===== src/rtl/uart_frame_pkg.sv =====
// Shared types and constants for the UART frame receiver.
// Optional statistics counters are enabled with the UART_FRAME_STATS_EN macro.
package uart_frame_pkg;

  // Parser states
  typedef enum logic [2:0] {
    IDLE    = 3'd0,
    LEN     = 3'd1,
    PAYLOAD = 3'd2,
    CSUM    = 3'd3,
    HOLD    = 3'd4
  } state_e;

  // Error codes reported alongside the err pulse
  typedef enum logic [1:0] {
    ERR_NONE    = 2'd0,
    ERR_LEN     = 2'd1,
    ERR_CSUM    = 2'd2,
    ERR_TIMEOUT = 2'd3
  } err_code_e;

  localparam logic [7:0] SOF_DEFAULT = 8'hA5;

  // Address width for a buffer of the given depth; never narrower than 1 bit
  function automatic int addr_width(input int depth);
    return (depth > 1) ? $clog2(depth) : 1;
  endfunction

endpackage


===== src/rtl/uart_frame_rx_frame_buf.sv =====
// Payload buffer: simple dual-port RAM, one synchronous write port and one
// registered read port (1-cycle read latency).
module frame_buf #(
  parameter int DEPTH = 16,
  parameter int AW    = 4
) (
  input  logic          clk2x,
  input  logic          nrst,
  input  logic          we,
  input  logic [AW-1:0] waddr,
  input  logic [7:0]    wdata,
  input  logic [AW-1:0] raddr,
  output logic [7:0]    rdata
);

  logic [7:0] mem [DEPTH];
  logic [7:0] rdata_q;

  // Synchronous write port
  always_ff @(posedge clk2x) begin
    if (we) begin
      mem[waddr] <= wdata;
    end
  end

  // Registered read port; output register clears on reset
  always_ff @(posedge clk2x or negedge nrst) begin
    if (!nrst) begin
      rdata_q <= 8'd0;
    end else begin
      rdata_q <= mem[raddr];
    end
  end

  assign rdata = rdata_q;

endmodule


===== src/rtl/uart_frame_rx.sv =====
// Frame assembler behind the UART byte receiver: parses SOF, LEN,
// payload[LEN], CSUM; holds good frames for the host, reports bad ones.
// Optional statistics counters: define UART_FRAME_STATS_EN.
module uart_frame_rx
  import uart_frame_pkg::*;
#(
  parameter int         MAX_LEN     = 16,
  parameter logic [7:0] SOF_BYTE    = SOF_DEFAULT,
  parameter int         TIMEOUT_CYC = 20000,
  localparam int        AW          = addr_width(MAX_LEN)
) (
  input  logic          clk2x,
  input  logic          nrst,
  input  logic [7:0]    rx_data,
  input  logic          rx_ready,
  output logic          frame_valid,
  output logic [7:0]    frame_len,
  input  logic          frame_ack,
  input  logic [AW-1:0] rd_addr,
  output logic [7:0]    rd_data,
  output logic          err,
  output logic [1:0]    err_code,
  output logic [15:0]   good_cnt,
  output logic [15:0]   bad_cnt
);

  localparam int         TW        = $clog2(TIMEOUT_CYC + 1);
  localparam logic [TW-1:0] TO_LAST = TW'(TIMEOUT_CYC - 1);
  localparam logic [7:0] MAX_LEN_B = 8'(MAX_LEN);

  state_e        state_q, state_d;
  logic          rx_ready_q;
  logic [7:0]    len_q, len_d;
  logic [7:0]    idx_q, idx_d;
  logic [7:0]    csum_q, csum_d;
  logic [TW-1:0] to_cnt_q, to_cnt_d;
  logic          valid_q, valid_d;
  logic [7:0]    flen_q, flen_d;
  logic          err_q, err_d;
  err_code_e     code_q, code_d;
  logic          byte_stb;
  logic          buf_we;

  // A held-high level yields exactly one strobe on its rising edge
  assign byte_stb = rx_ready & ~rx_ready_q;
  assign buf_we   = byte_stb && (state_q == PAYLOAD);

  // Next-state logic for the parser, checksum and inter-byte timeout
  always_comb begin
    state_d  = state_q;
    len_d    = len_q;
    idx_d    = idx_q;
    csum_d   = csum_q;
    to_cnt_d = to_cnt_q;
    valid_d  = valid_q;
    flen_d   = flen_q;
    err_d    = 1'b0;
    code_d   = code_q;
    case (state_q)
      IDLE: begin
        to_cnt_d = '0;
        if (byte_stb && (rx_data == SOF_BYTE)) begin
          csum_d  = 8'd0;
          state_d = LEN;
        end
      end
      LEN, PAYLOAD, CSUM: begin
        if (byte_stb) begin
          // A strobe always wins over a coincident timeout expiry
          to_cnt_d = '0;
          if (state_q == LEN) begin
            if ((rx_data == 8'd0) || (rx_data > MAX_LEN_B)) begin
              err_d   = 1'b1;
              code_d  = ERR_LEN;
              state_d = IDLE;
            end else begin
              len_d   = rx_data;
              idx_d   = 8'd0;
              csum_d  = csum_q ^ rx_data;
              state_d = PAYLOAD;
            end
          end else if (state_q == PAYLOAD) begin
            csum_d = csum_q ^ rx_data;
            idx_d  = idx_q + 8'd1;
            if (idx_q == (len_q - 8'd1)) begin
              state_d = CSUM;
            end
          end else begin
            if (rx_data == csum_q) begin
              valid_d = 1'b1;
              flen_d  = len_q;
              state_d = HOLD;
            end else begin
              err_d   = 1'b1;
              code_d  = ERR_CSUM;
              state_d = IDLE;
            end
          end
        end else if (to_cnt_q == TO_LAST) begin
          to_cnt_d = '0;
          err_d    = 1'b1;
          code_d   = ERR_TIMEOUT;
          state_d  = IDLE;
        end else begin
          to_cnt_d = to_cnt_q + 1'b1;
        end
      end
      HOLD: begin
        to_cnt_d = '0;
        if (frame_ack) begin
          valid_d = 1'b0;
          state_d = IDLE;
        end
      end
      default: begin
        state_d = IDLE;
      end
    endcase
  end

  // State and datapath registers
  always_ff @(posedge clk2x or negedge nrst) begin
    if (!nrst) begin
      state_q    <= IDLE;
      rx_ready_q <= 1'b0;
      len_q      <= 8'd0;
      idx_q      <= 8'd0;
      csum_q     <= 8'd0;
      to_cnt_q   <= '0;
      valid_q    <= 1'b0;
      flen_q     <= 8'd0;
      err_q      <= 1'b0;
      code_q     <= ERR_NONE;
    end else begin
      state_q    <= state_d;
      rx_ready_q <= rx_ready;
      len_q      <= len_d;
      idx_q      <= idx_d;
      csum_q     <= csum_d;
      to_cnt_q   <= to_cnt_d;
      valid_q    <= valid_d;
      flen_q     <= flen_d;
      err_q      <= err_d;
      code_q     <= code_d;
    end
  end

  frame_buf #(
    .DEPTH (MAX_LEN),
    .AW    (AW)
  ) u_buf (
    .clk2x (clk2x),
    .nrst  (nrst),
    .we    (buf_we),
    .waddr (idx_q[AW-1:0]),
    .wdata (rx_data),
    .raddr (rd_addr),
    .rdata (rd_data)
  );

  assign frame_valid = valid_q;
  assign frame_len   = flen_q;
  assign err         = err_q;
  assign err_code    = code_q;

`ifdef UART_FRAME_STATS_EN
  logic [15:0] good_cnt_q;
  logic [15:0] bad_cnt_q;
  logic        enter_hold;

  assign enter_hold = (state_q == CSUM) && (state_d == HOLD);

  // Saturating good/bad frame counters
  always_ff @(posedge clk2x or negedge nrst) begin
    if (!nrst) begin
      good_cnt_q <= 16'd0;
      bad_cnt_q  <= 16'd0;
    end else begin
      if (enter_hold && (good_cnt_q != 16'hFFFF)) begin
        good_cnt_q <= good_cnt_q + 16'd1;
      end
      if (err_d && (bad_cnt_q != 16'hFFFF)) begin
        bad_cnt_q <= bad_cnt_q + 16'd1;
      end
    end
  end

  assign good_cnt = good_cnt_q;
  assign bad_cnt  = bad_cnt_q;
`else
  assign good_cnt = 16'd0;
  assign bad_cnt  = 16'd0;
`endif

endmodule


===== config.mk =====
export PLATFORM = sky130hd
export DESIGN_NAME = uart_frame_rx
export DESIGN_NICKNAME = d
export VERILOG_FILES = /design/src/rtl/uart_frame_pkg.sv /design/src/rtl/uart_frame_rx_frame_buf.sv /design/src/rtl/uart_frame_rx.sv
export SDC_FILE = /design/constraint.sdc
export NUM_CORES = 1
export LEC_CHECK = 0
export BUFFER_PORTS_ARGS = -buffer_cell sky130_fd_sc_hd__buf_2
export CAP_MARGIN = 20
export CORE_MARGIN = 2
export CORE_UTILIZATION = 54
export CTS_CLUSTER_DIAMETER = 40
export DETAILED_ROUTE_END_ITERATION = 10
export PLACE_DENSITY = 0.73
export REMOVE_ABC_BUFFERS = 1
export SETUP_SLACK_MARGIN = 0.05
export SYNTH_ARGS = -nofsm -noshare
export SYNTH_HDL_FRONTEND = slang
export SYNTH_HIERARCHICAL = 1
export SYNTH_SLANG_ARGS = --single-unit

===== constraint.sdc =====
create_clock -name clk2x -period 7 [get_ports clk2x]
set_input_delay 0.35 -clock clk2x [delete_from_list [all_inputs] [get_ports clk2x]]
set_output_delay 0.35 -clock clk2x [all_outputs]
set_load 0.01 [all_outputs]

==> After elaboration in Yosys (flattened, before gate mapping) <==
Memory sizes are Yosys's and may differ from the RTL's. A register that Yosys moved wholly into a read port is not among the register bits.
Cells that the tools add are included.
{ "word_totals": {"reg_bits": 55, "ram_bits": 128, "input_bits": 16, "output_inout_bits": 52, "word_cells": 106, "mem_count": 1} }
{ "op_classes": {"addsub": 3, "n_lt_le_gt_ge": 1, "eq_ne": 22, "mux": 43, "bitwise_logic": 6, "n_reduce_logical": 20} }
{ "memory_table": {"columns": ["name", "words", "word_bits", "read_ports", "rd_ports_with_merged_regs", "wr", "line", "source"], "rows": [
  ["u_buf.mem", 16, 8, 1, 1, 1, "uart_frame_rx_frame_buf.sv:16", "logic [7:0] mem [DEPTH];"]
]} }
{ "op_table": {"columns": ["op", "count"], "rows": [
  ["8-bit 2-to-1 mux", 8],
  ["15-bit 2-to-1 mux", 2],
  ["15-bit one-hot mux with 2 select lines", 1],
  ["3-bit 2-to-1 mux", 8],
  ["8-bit == test", 2],
  ["8-bit one-hot mux with 2 select lines", 1],
  ["15-bit by 1-bit adder with 15-bit output, second input constant", 1],
  ["15-bit == test, second input constant", 1],
  ["3-bit != test, second input constant", 5],
  ["5-bit AND reduction", 3],
  ["1-bit 2-to-1 mux", 14],
  ["2-bit 2-to-1 mux", 7],
  ["2-bit != test, second input constant", 7],
  ["4-bit AND reduction", 3],
  ["2-bit nonzero test", 5],
  ["3-bit one-hot mux with 3 select lines", 1],
  ["8-bit by 1-bit adder with 8-bit output, second input constant", 1],
  ["8-bit == test, second input constant", 1],
  ["8-bit by 5-bit > comparator with 1-bit output, second input constant", 1],
  ["8-bit zero test", 1],
  ["8-bit by 1-bit subtractor with 8-bit output, second input constant", 1],
  ["8-bit bitwise XOR", 1],
  ["3-bit by 2-bit == test with 1-bit output, second input constant", 2],
  ["6-bit AND reduction", 1],
  ["other kinds (13)", 17]
]} }

==> Logic depth before layout (Yosys ltp) <==
Gate-level depths: netlist of the first run.
{ "logic_depth": {"word_depth": 7, "mapped_depth": 8, "ltp_nobuf": 7} }

==> By module <==
The synthesis of the first run kept the hierarchy.
{ "modules_own_cells": {"columns": ["mod", "instances", "cells_each", "area_per_inst_um2", "seq_area_each_um2"], "rows": [
  ["frame_buf", 1, 229, 5187.5, 4043.9],
  ["uart_frame_rx", 1, 335, 3246.9, 1376.3]
]} }

==> Least setup slack after synthesis of the first run <==
OpenSTA, ideal clock, no wires.
{ "synth_timing": {"kind": "register -> register", "start": "register state_q[2]", "end": "memory u_buf.mem[0][0], enable pin", "setup_time_ns": 0.383, "arrival_time_ns": 2.361, "required_ns": 6.617, "setup_slack_ns": 4.255, "stages_incl_launch_ff": 5, "n_path_buf": 0, "synth_period_minus_slack_ns": 2.745, "cell_sequence": "dfrtp_1 -> or3b_2 -> nor2_1 -> or3b_2 -> nor3_1"} }
{ "synth_between": {"elab_chain_cells": 4} }
{ "synth_rtl": {"columns": ["item", "line", "source"], "rows": [
  ["start, declared", "uart_frame_rx.sv:31", "state_e state_q, state_d;"],
  ["start signal, assigned", "uart_frame_rx.sv:135", "state_q <= state_d;"],
  ["3-bit by 2-bit == test with 1-bit output", "uart_frame_rx.sv:46", "assign buf_we = byte_stb && (state_q == PAYLOAD);"],
  ["1-bit logical AND", "uart_frame_rx.sv:46", null],
  ["via buf_we", "uart_frame_rx.sv:42", "logic buf_we;"],
  ["1-bit 2-to-1 mux", "uart_frame_rx_frame_buf.sv:21", "if (we) begin"],
  ["1-bit 2-to-1 mux (not written as such)", "uart_frame_rx_frame_buf.sv:22", "mem[waddr] <= wdata;"],
  ["end, declared", "uart_frame_rx_frame_buf.sv:16", null]
]} }
The timed path passes the listed nets, and every way through them passes these cells.

==> Worst setup path in the final report of the first run <==
{ "layout_timing": {"start": "register state_q[2]", "end": "memory u_buf.mem[0][1], enable pin"} }
The elaborated chain is that of the path after synthesis.

==> out/metrics.csv, run 1 <==
stage,metric,value,unit
clock_tree,cts_sinks,191,
synth,synth_area_leaders,"edfxtp_1, dfrtp_1, mux4_2, mux4_1, buf_4",
route,firstDrtPassIters,5,
synth,synth-edff-count,128,
sta,worst_pin_slew,1.02,ns
synth,ys_warn_count,6,
synth,synth_top_area_share,0.456,
sta,finalHoldViolations,0,
setup_path,worst-setup-path-type,reg -> reg,
synth,yosysUniqueCellTypes,57,
setup_path,startpoint_type,register,
floorplanning,start_util,0.553,
setup_path,critical_path_required,7.03,ns
power,switchingPower,0.527,mW
sta,relSlewSlack,0.323,
floorplanning,die_w,129,microns
clock_tree,clock_latency,0.41,ns
cells_and_area,n_antenna_cell,0,
sta,timing.hold.ws,0.0777,ns
sta,setup_viol,0,
power,p_leak,3.44,nW
worst_hold_path,whs_path_depth,1,
power,swShare,0.229,
clock_tree,cts_setup_buffers,0,
setup_path,crit_fanout,12,
floorplanning,dieArea,16600,sq um
route,dr_total_vias,4807,
route,drc_errors,0,
power,combPwrFrac,0.088,
power,sequentialPowerShare,0.551,
synth,netlist_area,8430,sq um
cells_and_area,fin_nets,618,
clock_tree,htree_levels,4,
outcome,status,completed,
cells_and_area,fillers,1181,
clock_tree,cts_buffers,17,
floorplanning,design.core.area,15300,sq um
sta,rsz0062_at_grt,no,
placement,portBuffers,35,
global_routing,grt_pass1_vias,4590,
sta,setup_tns,0,ns
clock_tree,cts-root-buf,clkbuf_16,
setup_path,crit_arrival,3.35,ns
setup_path,critPathCaptureType,register,
route,ant_nets,0,
sta,slew_viol_final,0,
global_routing,grt_max_degree,64,
synth,postSynthAreaPerCell,15.0,sq um
power,intPower,1.77,mW
sta,fin_crit,3.32,ns
synth,ys.flop_type,edfxtp_1,
placement,place.gp.congestion,0.843,
route,first_iter_violations,337,
worst_hold_path,hold_class,in -> reg,
sta,post-route-period-util,0.474,
power,ir_drop,0.201,mV
route,via_per_inst,5.84,
global_routing,grt_use_total,0.203,
sta,skew,0.00624,ns
synth,async_flop_share,0.330,
sta,clock.fmax,0.301,GHz
clock_tree,cts.clk_slew.worst_paths,0.06,ns
floorplanning,row_count,45,
power,p_clk_frac,0.361,
power,powerDensity,252,nW/um^2
synth,yosys.area.top_type,edfxtp_1,
synth,synthTopCellsByCount,"edfxtp_1, dfrtp_1, nor2_1",
synth,synth-seq-area-share,0.643,
clock_tree,clock_path_buffers,2,
global_routing,grt_overflow,0,
cells_and_area,area_growth,8.19,%
synth,synthCells,564,
route,wl_per_cell,19.5,microns
placement,numPlacedInstances,788,
global_routing,antenna_found_initial,0,
synth,yosysMostFrequentCell,edfxtp_1,
clock_tree,hold_buffers,0,
cells_and_area,drive_gt1_frac,0.170,
global_routing,grt_pass1_wl,25.2,mm
clock_tree,ctsResizeCount,0,
job,drv_cap,0,
synth,ys_ff_latch,191,
placement,place_hpwl,10.1,mm
cells_and_area,fin_util,0.598,
cells_and_area,final_cells,823,
clock_tree,cts_tree,built,
floorplanning,ioPinCount,68,
floorplanning,die_y,129,microns
route,wl,16.0,mm
setup_path,reg2reg_depth,4,
[cell type report]
cell class              instances  area (sq um)  area share
flip-flops and latches        191          5420       0.594
clock inverters                 7          42.5     0.00466
well taps                     211           264      0.0289
inverters                       9          33.8     0.00370
clock buffers                  25           455      0.0499
repair buffers                 39           198      0.0217
multi-input cells             341          2710       0.297
[sequential cells by signal (all words and copies together) (netlist names)]
name and count:
idx_q 8, err 1, err_code 2, state_q 3, to_cnt_q 15, frame_len 8, csum_q 8, u_buf/mem 128
frame_valid 1, len_q 8, rx_ready_q 1, u_buf/rdata 8
[cells by family after synthesis]
family,count (synthesis),synth area share
multiplexers,46,0.110
adder cells (fa/ha/maj),3,0.00445
other,1,0.000445
flip-flops,191,0.643
XOR/XNOR,23,0.0239
AND/OR/NAND/NOR,146,0.0917
buffers and inverters,63,0.0497
AO/OA/AOI/OAI,91,0.0768
[per-stage QoR]
stage / setup WS [ns] / power [mW] / area, sq um
detailed placement: 3.69 / 1.49 / 8610
floorplan: 4.15 / 1.41 / 8170
global route: 3.57 / 2.39 / 9130
CTS: 3.69 / 2.32 / 9110
finish: 3.68 / 2.30 / 9130
global placement: 3.81 / 1.49 / 8610
[metal layers]
metal  track usage  up-vias  part of all wire
met4        0.0575        0             0.010
met2         0.333      162              0.49
met3        0.0541       11             0.059
met1         0.273     2455              0.44
li1              -     2179                 -
met5             0        -                 0
[critical path, cell delays in order (launching register included)]
cell,delay [ns]
dfrtp_1,0.49
or3b_2,0.57
nor2_1,0.55
or3b_2,0.55
nor3_1,0.77
[cell usage in the layout, fill, tap and decap left out, types with 3 or more instances in the layout]
master,instances
a21o_1,4
a21oi_1,14
a22o_1,7
a22oi_1,16
and2_1,4
and3_1,4
buf_2,36
clkbuf_1,8
clkbuf_16,17
clkinv_2,5
conb_1,32
dfrtp_1,63
edfxtp_1,128
ha_1,3
inv_1,9
mux2_2,14
mux4_1,14
mux4_2,18
nand2_1,21
nand2b_1,18
nand3_1,14
nand4_1,8
nor2_1,34
nor2b_1,6
nor3_1,13
nor4_1,5
o21ai_0,15
o21ai_1,5
o2bb2ai_1,16
or3_2,4
xnor2_1,15
xor2_1,8
[worst paths after layout]
kind                       slack [ns]         endpoint   startpoint
setup reg to reg                 3.68  u_buf/mem[0][1]   state_q[2]
min in group asynchronous        0.10      to_cnt_q[0]         nrst
hold / removal                   0.08       rx_ready_q     rx_ready
hold reg to reg                  0.49      err_code[0]  err_code[0]
setup / recovery                 3.68  u_buf/mem[0][1]   state_q[2]
max in group asynchronous        6.33         len_q[2]         nrst
[power by group through the flow]
stage / Combinational (mW) / Clock (mW) / Sequential [mW]
after floorplan: 0.127 / 0 / 1.29
after global placement: 0.198 / 0 / 1.29
after detailed placement: 0.204 / 0 / 1.29
after CTS: 0.205 / 0.849 / 1.27
after global routing: 0.226 / 0.892 / 1.27
final: 0.203 / 0.829 / 1.27
(Power assumes the default switching activity.)
==> inputs of run 2 (changes only) <==
- ABC_AREA: not set -> 1
- PLACE_DENSITY: 0.73 -> 0.76
- clock period: 7 -> 3 ns (I/O delays scaled with it)
==> run 2 against run 1 <==
Critical path depth increased by 1; clock-buffer cell count shrank 7; utilization rose by 0.079 points; non-clock buffer count increased by 7; register-to-register slack lost 2.9 ns; largest power group unchanged.
==> out/metrics.csv, run 2 <==
stage,metric,value,unit,change
outcome,status,completed,,
cells_and_area,n_antenna_cell,0,,unchanged
floorplanning,start_util,0.553,,about the same
sta,timing.hold.ws,0.0864,ns,+0.00866 ns
clock_tree,cts_setup_buffers,0,,unchanged
setup_path,reg2reg_to,u_buf/mem[4][1],,
synth,synth-seq-area-share,0.589,,-0.0534
setup_path,startpoint_type,register,,
sta,clock.fmax,0.455,GHz,+51%
floorplanning,die_w,135,microns,+4.3%
cells_and_area,largest_reg_flops,128,,unchanged
setup_path,crit_fanout,8,,-4
synth,netlist_area,9200,sq um,+9.1%
power,total_power,6.54,mW,+180%
synth,yosysMostFrequentCell,nand2_1,,
synth,yosys.area.top_type,edfxtp_1,,
placement,placed_cell_area,9360,sq um,+8.7%
power,p_leak,4.51,nW,+31%
sta,slew_viol_final,0,,unchanged
cells_and_area,largest-register,u_buf/mem,,
worst_hold_path,hold_class,in -> reg,,
setup_path,r2r_start,state_q[2],,
route,wl,19.4,mm,+21%
global_routing,grt_pass1_vias,6237,,+36%
floorplanning,ioPinCount,68,,unchanged
placement,dpl_worst_slack,0.837,ns,-2.85 ns
cells_and_area,drive_gt1_frac,0.119,,-0.0507
cells_and_area,fin_util,0.599,,+0.000795
route,wl_per_cell,15.6,microns,-20%
floorplanning,design.core.area,16600,sq um,+9.1%
synth,ys_warn_count,6,,unchanged
synth,ys.flop_type,edfxtp_1,,
global_routing,grt_use_total,0.230,,+0.0270
global_routing,antenna_found_initial,0,,unchanged
synth,synth_top_area_share,0.418,,-0.0379
placement,place.gp.congestion,0.872,,+3.4%
cells_and_area,area_growth,8.34,%,
clock_tree,clock_latency,0.44,ns,+0.03 ns
floorplanning,dieArea,18100,sq um,+8.8%
worst_hold_path,hp-start,rd_addr[3],,
global_routing,grt_overflow,0,,unchanged
route,dr_total_vias,6433,,+34%
setup_path,worst-setup-path-type,reg -> reg,,
power,ir_drop,0.656,mV,+230%
clock_tree,htree_levels,4,,unchanged
setup_path,critPathCaptureType,register,,
cells_and_area,design_area,9970,sq um,+9.2%
cells_and_area,final_cell_mix,"nand2_1, inv_1, edfxtp_1",,
placement,place_hpwl,12.6,mm,+24%
route,ant_nets,0,,unchanged
sta,post-route-period-util,0.732,,+0.258
route,first_iter_violations,547,,+62%
sta,finalHoldViolations,0,,unchanged
power,powerDensity,656,nW/um^2,+160%
clock_tree,cts-root-buf,clkbuf_16,,
clock_tree,ctsResizeCount,0,,unchanged
sta,relSlewSlack,0.526,,+0.203
clock_tree,cts_buffers,17,,unchanged
setup_path,path_cells,inv_4 > nand3_2 > nor2_4 > nand3b_1 > nor2_1,,
clock_tree,cts_tree,built,,
sta,setup_ws,0.804,ns,-2.88 ns
cells_and_area,fin_nets,1029,,+67%
setup_path,critical_path.max_stage_delay,0.57,ns,-0.20 ns
route,via_per_inst,5.18,,-11%
sta,worst_pin_slew,0.708,ns,-0.307 ns
setup_path,regToRegSetupSlack,0.80,ns,-2.88 ns
synth,synthCells,976,,+73%
synth,async_flop_share,0.330,,unchanged
setup_path,critical_path_required,3.07,ns,-3.96 ns
clock_tree,cts_sinks,191,,unchanged
global_routing,grt_pass1_wl,31.8,mm,+26%
clock_tree,clock_path_buffers,2,,unchanged
sta,setup_viol,0,,unchanged
setup_path,crit_arrival,2.26,ns,-1.09 ns
worst_hold_path,hold_end,u_buf/rdata[5],,
setup_path,cpMaxStageDelayCell,nor2_1,,
synth,ys_ff_latch,191,,unchanged
sta,rsz0062_at_grt,no,,
clock_tree,hold_buffers,3,,+3
setup_path,path_delay_family,simple AND/OR/NAND/NOR gates,,
floorplanning,die_y,135,microns,+4.3%
sta,setup_tns,0,ns,unchanged
route,drc_errors,0,,unchanged
global_routing,grt_max_degree,65,,+1.6%
placement,numPlacedInstances,1208,,+53%
sta,fin_crit,2.20,ns,-1.12 ns
floorplanning,row_count,47,,+4.4%
synth,synthTopCellsByCount,"nand2_1, inv_1, edfxtp_1",,
cells_and_area,final_cells,1243,,+51%
synth,postSynthAreaPerCell,9.43,sq um,-37%
synth,synth-edff-count,128,,unchanged
synth,yosysUniqueCellTypes,42,,-26%
synth,synth_area_leaders,"edfxtp_1, dfrtp_1, nand2_1, nand3_1, inv_1",,
cells_and_area,layout_commonest_cell,nand2_1,,
cells_and_area,fillers,1329,,+13%
cells_and_area,reg_top3,"u_buf/mem (128), to_cnt_q (15)",,
placement,portBuffers,35,,unchanged
job,drv_cap,0,,unchanged
setup_path,critical_path_buf_inv_count,1,,+1
sta,skew,0.00844,ns,+0.00220 ns
worst_hold_path,whs_path_depth,3,,+2
route,firstDrtPassIters,5,,unchanged
clock_tree,cts.clk_slew.worst_paths,0.07,ns,about the same
setup_path,reg2reg_depth,5,,+1
## run 2: changes by cell type after synthesis, moves of 10 or more
cell	previous run	this run
nand2_1	21	277
inv_1	9	146
nand3_1	14	117
mux4_2	18	0
nand2b_1	18	0
nor2_1	34	50
o2bb2ai_1	16	0
a22oi_1	16	1
mux4_1	14	0
mux2_2	14	1
buf_2	5	15
## run 2: cell families (layout without fill, tap and decap cells)
logic type | after synthesis | after routing | synth area share
fa+ha+maj | 3 | 3 | 0.00408
xor+xnor | 17 | 17 | 0.0170
mux | 1 | 1 | 0.00122
compound gates | 51 | 51 | 0.0318
flops | 191 | 191 | 0.589
other cells | 1 | 32 | 0.000408
simple gates | 494 | 494 | 0.242
buf+inv | 218 | 234 | 0.114
## run 2: report_power, final
part	total, mW	internal, mW	switching (mW)
sequential	3.15	2.98	0.177
clock	2.19	1.22	0.963
combinational	1.20	0.386	0.814
total	6.54	4.59	1.95
## run 2: final cells by class
type	instances	area, sq um	share of cell area
Sequential cell	191	5420	0.544
Multi-Input combinational cell	598	2850	0.285
Inverter	156	588	0.0590
Clock buffer	18	429	0.0431
Tap cell	220	275	0.0276
Timing Repair Buffer	46	265	0.0266
Clock inverter	14	143	0.0143
## run 2: how the worst max path moves through the flow
stage | startpoint | depth (start not counted) | slack (ns) | endpoint
after floorplan | state_q[2] | 5 | 1.25 | u_buf/mem[12][0]
after global placement | state_q[2] | 5 | 0.91 | u_buf/mem[13][1]
after detailed placement | state_q[2] | 5 | 0.84 | u_buf/mem[13][1]
after CTS | state_q[2] | 5 | 0.83 | u_buf/mem[13][1]
after global routing | state_q[2] | 5 | 0.67 | u_buf/mem[4][0]
final | state_q[2] | 5 | 0.80 | u_buf/mem[4][1]
## run 2: tightest hold or removal path: cells and delay by family
kind / cells / cell delay, ns
buffers and inverters: 1 / 0.17
AND/OR/NAND/NOR: 2 / 0.16
## run 2: metal layers
metal  vias up  track usage  part of all wire
li1       3131            -                 -
met4         0       0.0819             0.023
met2       239        0.369              0.47
met3        40       0.0552             0.071
met1      3023        0.311              0.43
met5         -            0                 0
==> inputs of run 3 (changes only) <==
- clock period: 3 -> 1.8 ns (I/O delays scaled with it)
==> run 3 against run 2 <==
Clock skew increased by 0.0041 ns; register-to-register slack got worse by 0.73 ns; sequential power is 67% higher; global-route usage grew 0.31 points; hold slack got worse by 0.072 ns; sequential share of layout area is 2.6 points lower; non-clock buffer count rose by 44; cell count rose by 3.5%; maximum frequency up 28%; wire length up 5.8%; critical path depth grew 7; highest routed layer unchanged; combinational power grew 85%.
==> out/metrics.csv, run 3 (same netlist as run 2, synthesis figures left out) <==
stage,metric,value,unit,change
outcome,status,completed,,
global_routing,busiest_layer,met2,,
cells_and_area,fin_nets,1073,,+4.3%
setup_path,startpoint,to_cnt_q[0],,
setup_path,r2r_start,to_cnt_q[0],,
cells_and_area,fin_util,0.629,,+0.0301
setup_path,critical_path_required,2.12,ns,-0.95 ns
sta,setup_ws,0.0775,ns,-0.726 ns
setup_path,crit_arrival,2.04,ns,-0.22 ns
floorplanning,start_util,0.553,,unchanged
clock_tree,clock_path_buffers,2,,unchanged
placement,place.gp.congestion,0.850,,-2.4%
route,wl_per_cell,16.0,microns,+2.2%
sta,setup_viol,0,,unchanged
setup_path,path_cells,ha_4 > nand2_2 > nor2_4 > inv_2 > nor2_2 > nand4_1 > nand2_1 > nor2_2 > nor2_2 > nand2_2 > nand2_1 > nand2_1,,
setup_path,startpoint_type,register,,
setup_path,reg2reg_to,state_q[1],,
cells_and_area,reg_top3,"u_buf/mem (128), to_cnt_q (15)",,
power,powerDensity,1100,nW/um^2,+67%
placement,dpl_worst_slack,0.0785,ns,-0.758 ns
power,p_leak,4.80,nW,+6.4%
global_routing,grt_use_met3,0.0439,,-0.0113
global_routing,grt_max_degree,64,,-1.5%
route,wl,20.5,mm,+5.8%
clock_tree,cts.clk_slew.worst_paths,0.07,ns,about the same
sta,setup_tns,0,ns,unchanged
clock_tree,cts_buffers,17,,unchanged
clock_tree,clock_latency,0.43,ns,about the same
sta,worst_pin_slew,0.644,ns,-0.0641 ns
setup_path,cp.depth,12,,+7
route,via_per_inst,5.22,,+0.95%
floorplanning,dieArea,18100,sq um,unchanged
floorplanning,ioPinCount,68,,unchanged
cells_and_area,area_growth,13.8,%,
cells_and_area,drive_gt1_frac,0.175,,+0.0560
global_routing,antenna_found_initial,0,,unchanged
setup_path,critPathCapture,state_q[1],,
global_routing,grt_pass1_vias,6284,,+0.75%
floorplanning,row_count,47,,unchanged
sta,timing.hold.ws,0.0146,ns,-0.0717 ns
route,dr_total_vias,6724,,+4.5%
clock_tree,htree_levels,4,,unchanged
sta,finalHoldViolations,0,,unchanged
sta,skew,0.0125,ns,+0.00408 ns
sta,slew_viol_final,0,,unchanged
route,drc_errors,0,,unchanged
route,firstDrtPassIters,5,,unchanged
setup_path,crit_fanout,4,,-4
sta,rsz0062_at_grt,yes,,
job,drv_cap,0,,unchanged
setup_path,cpMaxStageDelayCell,dfrtp_1,,
clock_tree,cts_sinks,191,,unchanged
placement,place_hpwl,13.3,mm,+5.8%
global_routing,grt_overflow,0,,unchanged
sta,fin_crit,1.72,ns,-0.474 ns
global_routing,grt_use_total,0.233,,+0.00308
setup_path,reg2reg_depth,12,,+7
sta,clock.fmax,0.581,GHz,+28%
clock_tree,cts_tree,built,,
cells_and_area,final_cell_mix,"nand2_1, inv_1, edfxtp_1",,
global_routing,grt_pass1_wl,32.1,mm,+0.91%
global_routing,grt_use_met1,0.309,,-0.00194
sta,relSlewSlack,0.570,,+0.0440
power,ir_drop,0.887,mV,+35%
route,first_iter_violations,626,,+14%
setup_path,path_delay_family,simple AND/OR/NAND/NOR gates,,
setup_path,critical_path.max_stage_delay,0.43,ns,-0.14 ns
worst_hold_path,hold_class,in -> reg,,
setup_path,critPathCaptureType,register,,
setup_path,critical_path_buf_inv_count,1,,unchanged
floorplanning,design.core.area,16600,sq um,unchanged
sta,post-route-period-util,0.957,,+0.225
placement,portBuffers,35,,unchanged
global_routing,met2_usage,0.393,,+0.0247
setup_path,regToRegSetupSlack,0.08,ns,-0.73 ns
clock_tree,cts-root-buf,clkbuf_16,,
cells_and_area,largest-register,u_buf/mem,,
setup_path,worst-setup-path-type,reg -> reg,,
floorplanning,die_y,135,microns,unchanged
cells_and_area,largest_reg_flops,128,,unchanged
cells_and_area,n_antenna_cell,0,,unchanged
floorplanning,die_w,135,microns,unchanged
cells_and_area,layout_commonest_cell,nand2_1,,
route,ant_nets,0,,unchanged
==> run 3: cell types whose count changed in the layout (fill, tap and decap cells not counted), sizes merged <==
| cell | before | now |
|---|---|---|
| clkbuf | 18 | 19 |
| inv | 157 | 159 |
| bufinv | 2 | 4 |
| buf | 43 | 87 |
| clkinvlp | 4 | 0 |
| clkinv | 7 | 6 |
==> run 3: power breakdown <==
group | internal, mW | switching (mW)
Sequential | 4.96 | 0.288
Combinational | 0.800 | 1.42
Clock | 2.34 | 1.67
Total | 8.10 | 3.37
==> run 3: worst min path at each step <==
stage	startpoint	to	slack, ns	cells past startpoint
6_report	rx_data[5]	u_buf/mem[9][5]	0.01	1
5_1_grt	rx_data[5]	u_buf/mem[9][5]	0.006	1
4_1_cts	rx_data[5]	u_buf/mem[9][5]	0.01	1
3_5_place_dp	nrst	to_cnt_q[10]	0.13	2
3_3_place_gp	nrst	to_cnt_q[11]	0.13	2
2_1_floorplan	nrst	csum_q[0]	-0.21	0
==> run 3: area by class of cell <==
type	instances	area, sq um
fill	1314	6170
sequential	191	5420
multi-input combinational	598	2930
timing repair buffer	90	628
inverter	156	591
clock buffer	19	433
tap	220	275
clock inverter	13	186
==> run 3: worst register-to-register path, cell delays in order (launching register included) <==
cell and delay [ns]:
dfrtp_1 0.43, ha_4 0.17, nand2_2 0.07, nor2_4 0.13, inv_2 0.06, nor2_2 0.08
nand4_1 0.14, nand2_1 0.12, nor2_2 0.05, nor2_2 0.17, nand2_2 0.08, nand2_1 0.06
nand2_1 0.05
==> run 3: routing by layer <==
| layer | vias up | share of wire |
|---|---|---|
| li1 | 3221 | - |
| met1 | 3181 | 0.41 |
| met2 | 279 | 0.50 |
| met3 | 43 | 0.068 |
| met4 | 0 | 0.023 |
| met5 | - | 0 |
==> run 3: metrics by stage <==
stage | instance area (sq um) | instances | power (mW)
after CTS | 10300 | 1281 | 11.3
after detailed placement | 9670 | 1246 | 7.35
after global placement | 9670 | 1246 | 7.28
after global routing | 10500 | 1287 | 12.0
after floorplan | 8850 | 945 | 6.66
final | 10500 | 1287 | 11.5
==> run 3: timing repair <==
action,4_1_cts,5_1_grt
endpoints found under the setup margin,2,31
pin swaps,0,16
hold buffers,3,0
setup buffers,0,6
gates resized for setup,1,29
endpoints found under the hold margin,66,0
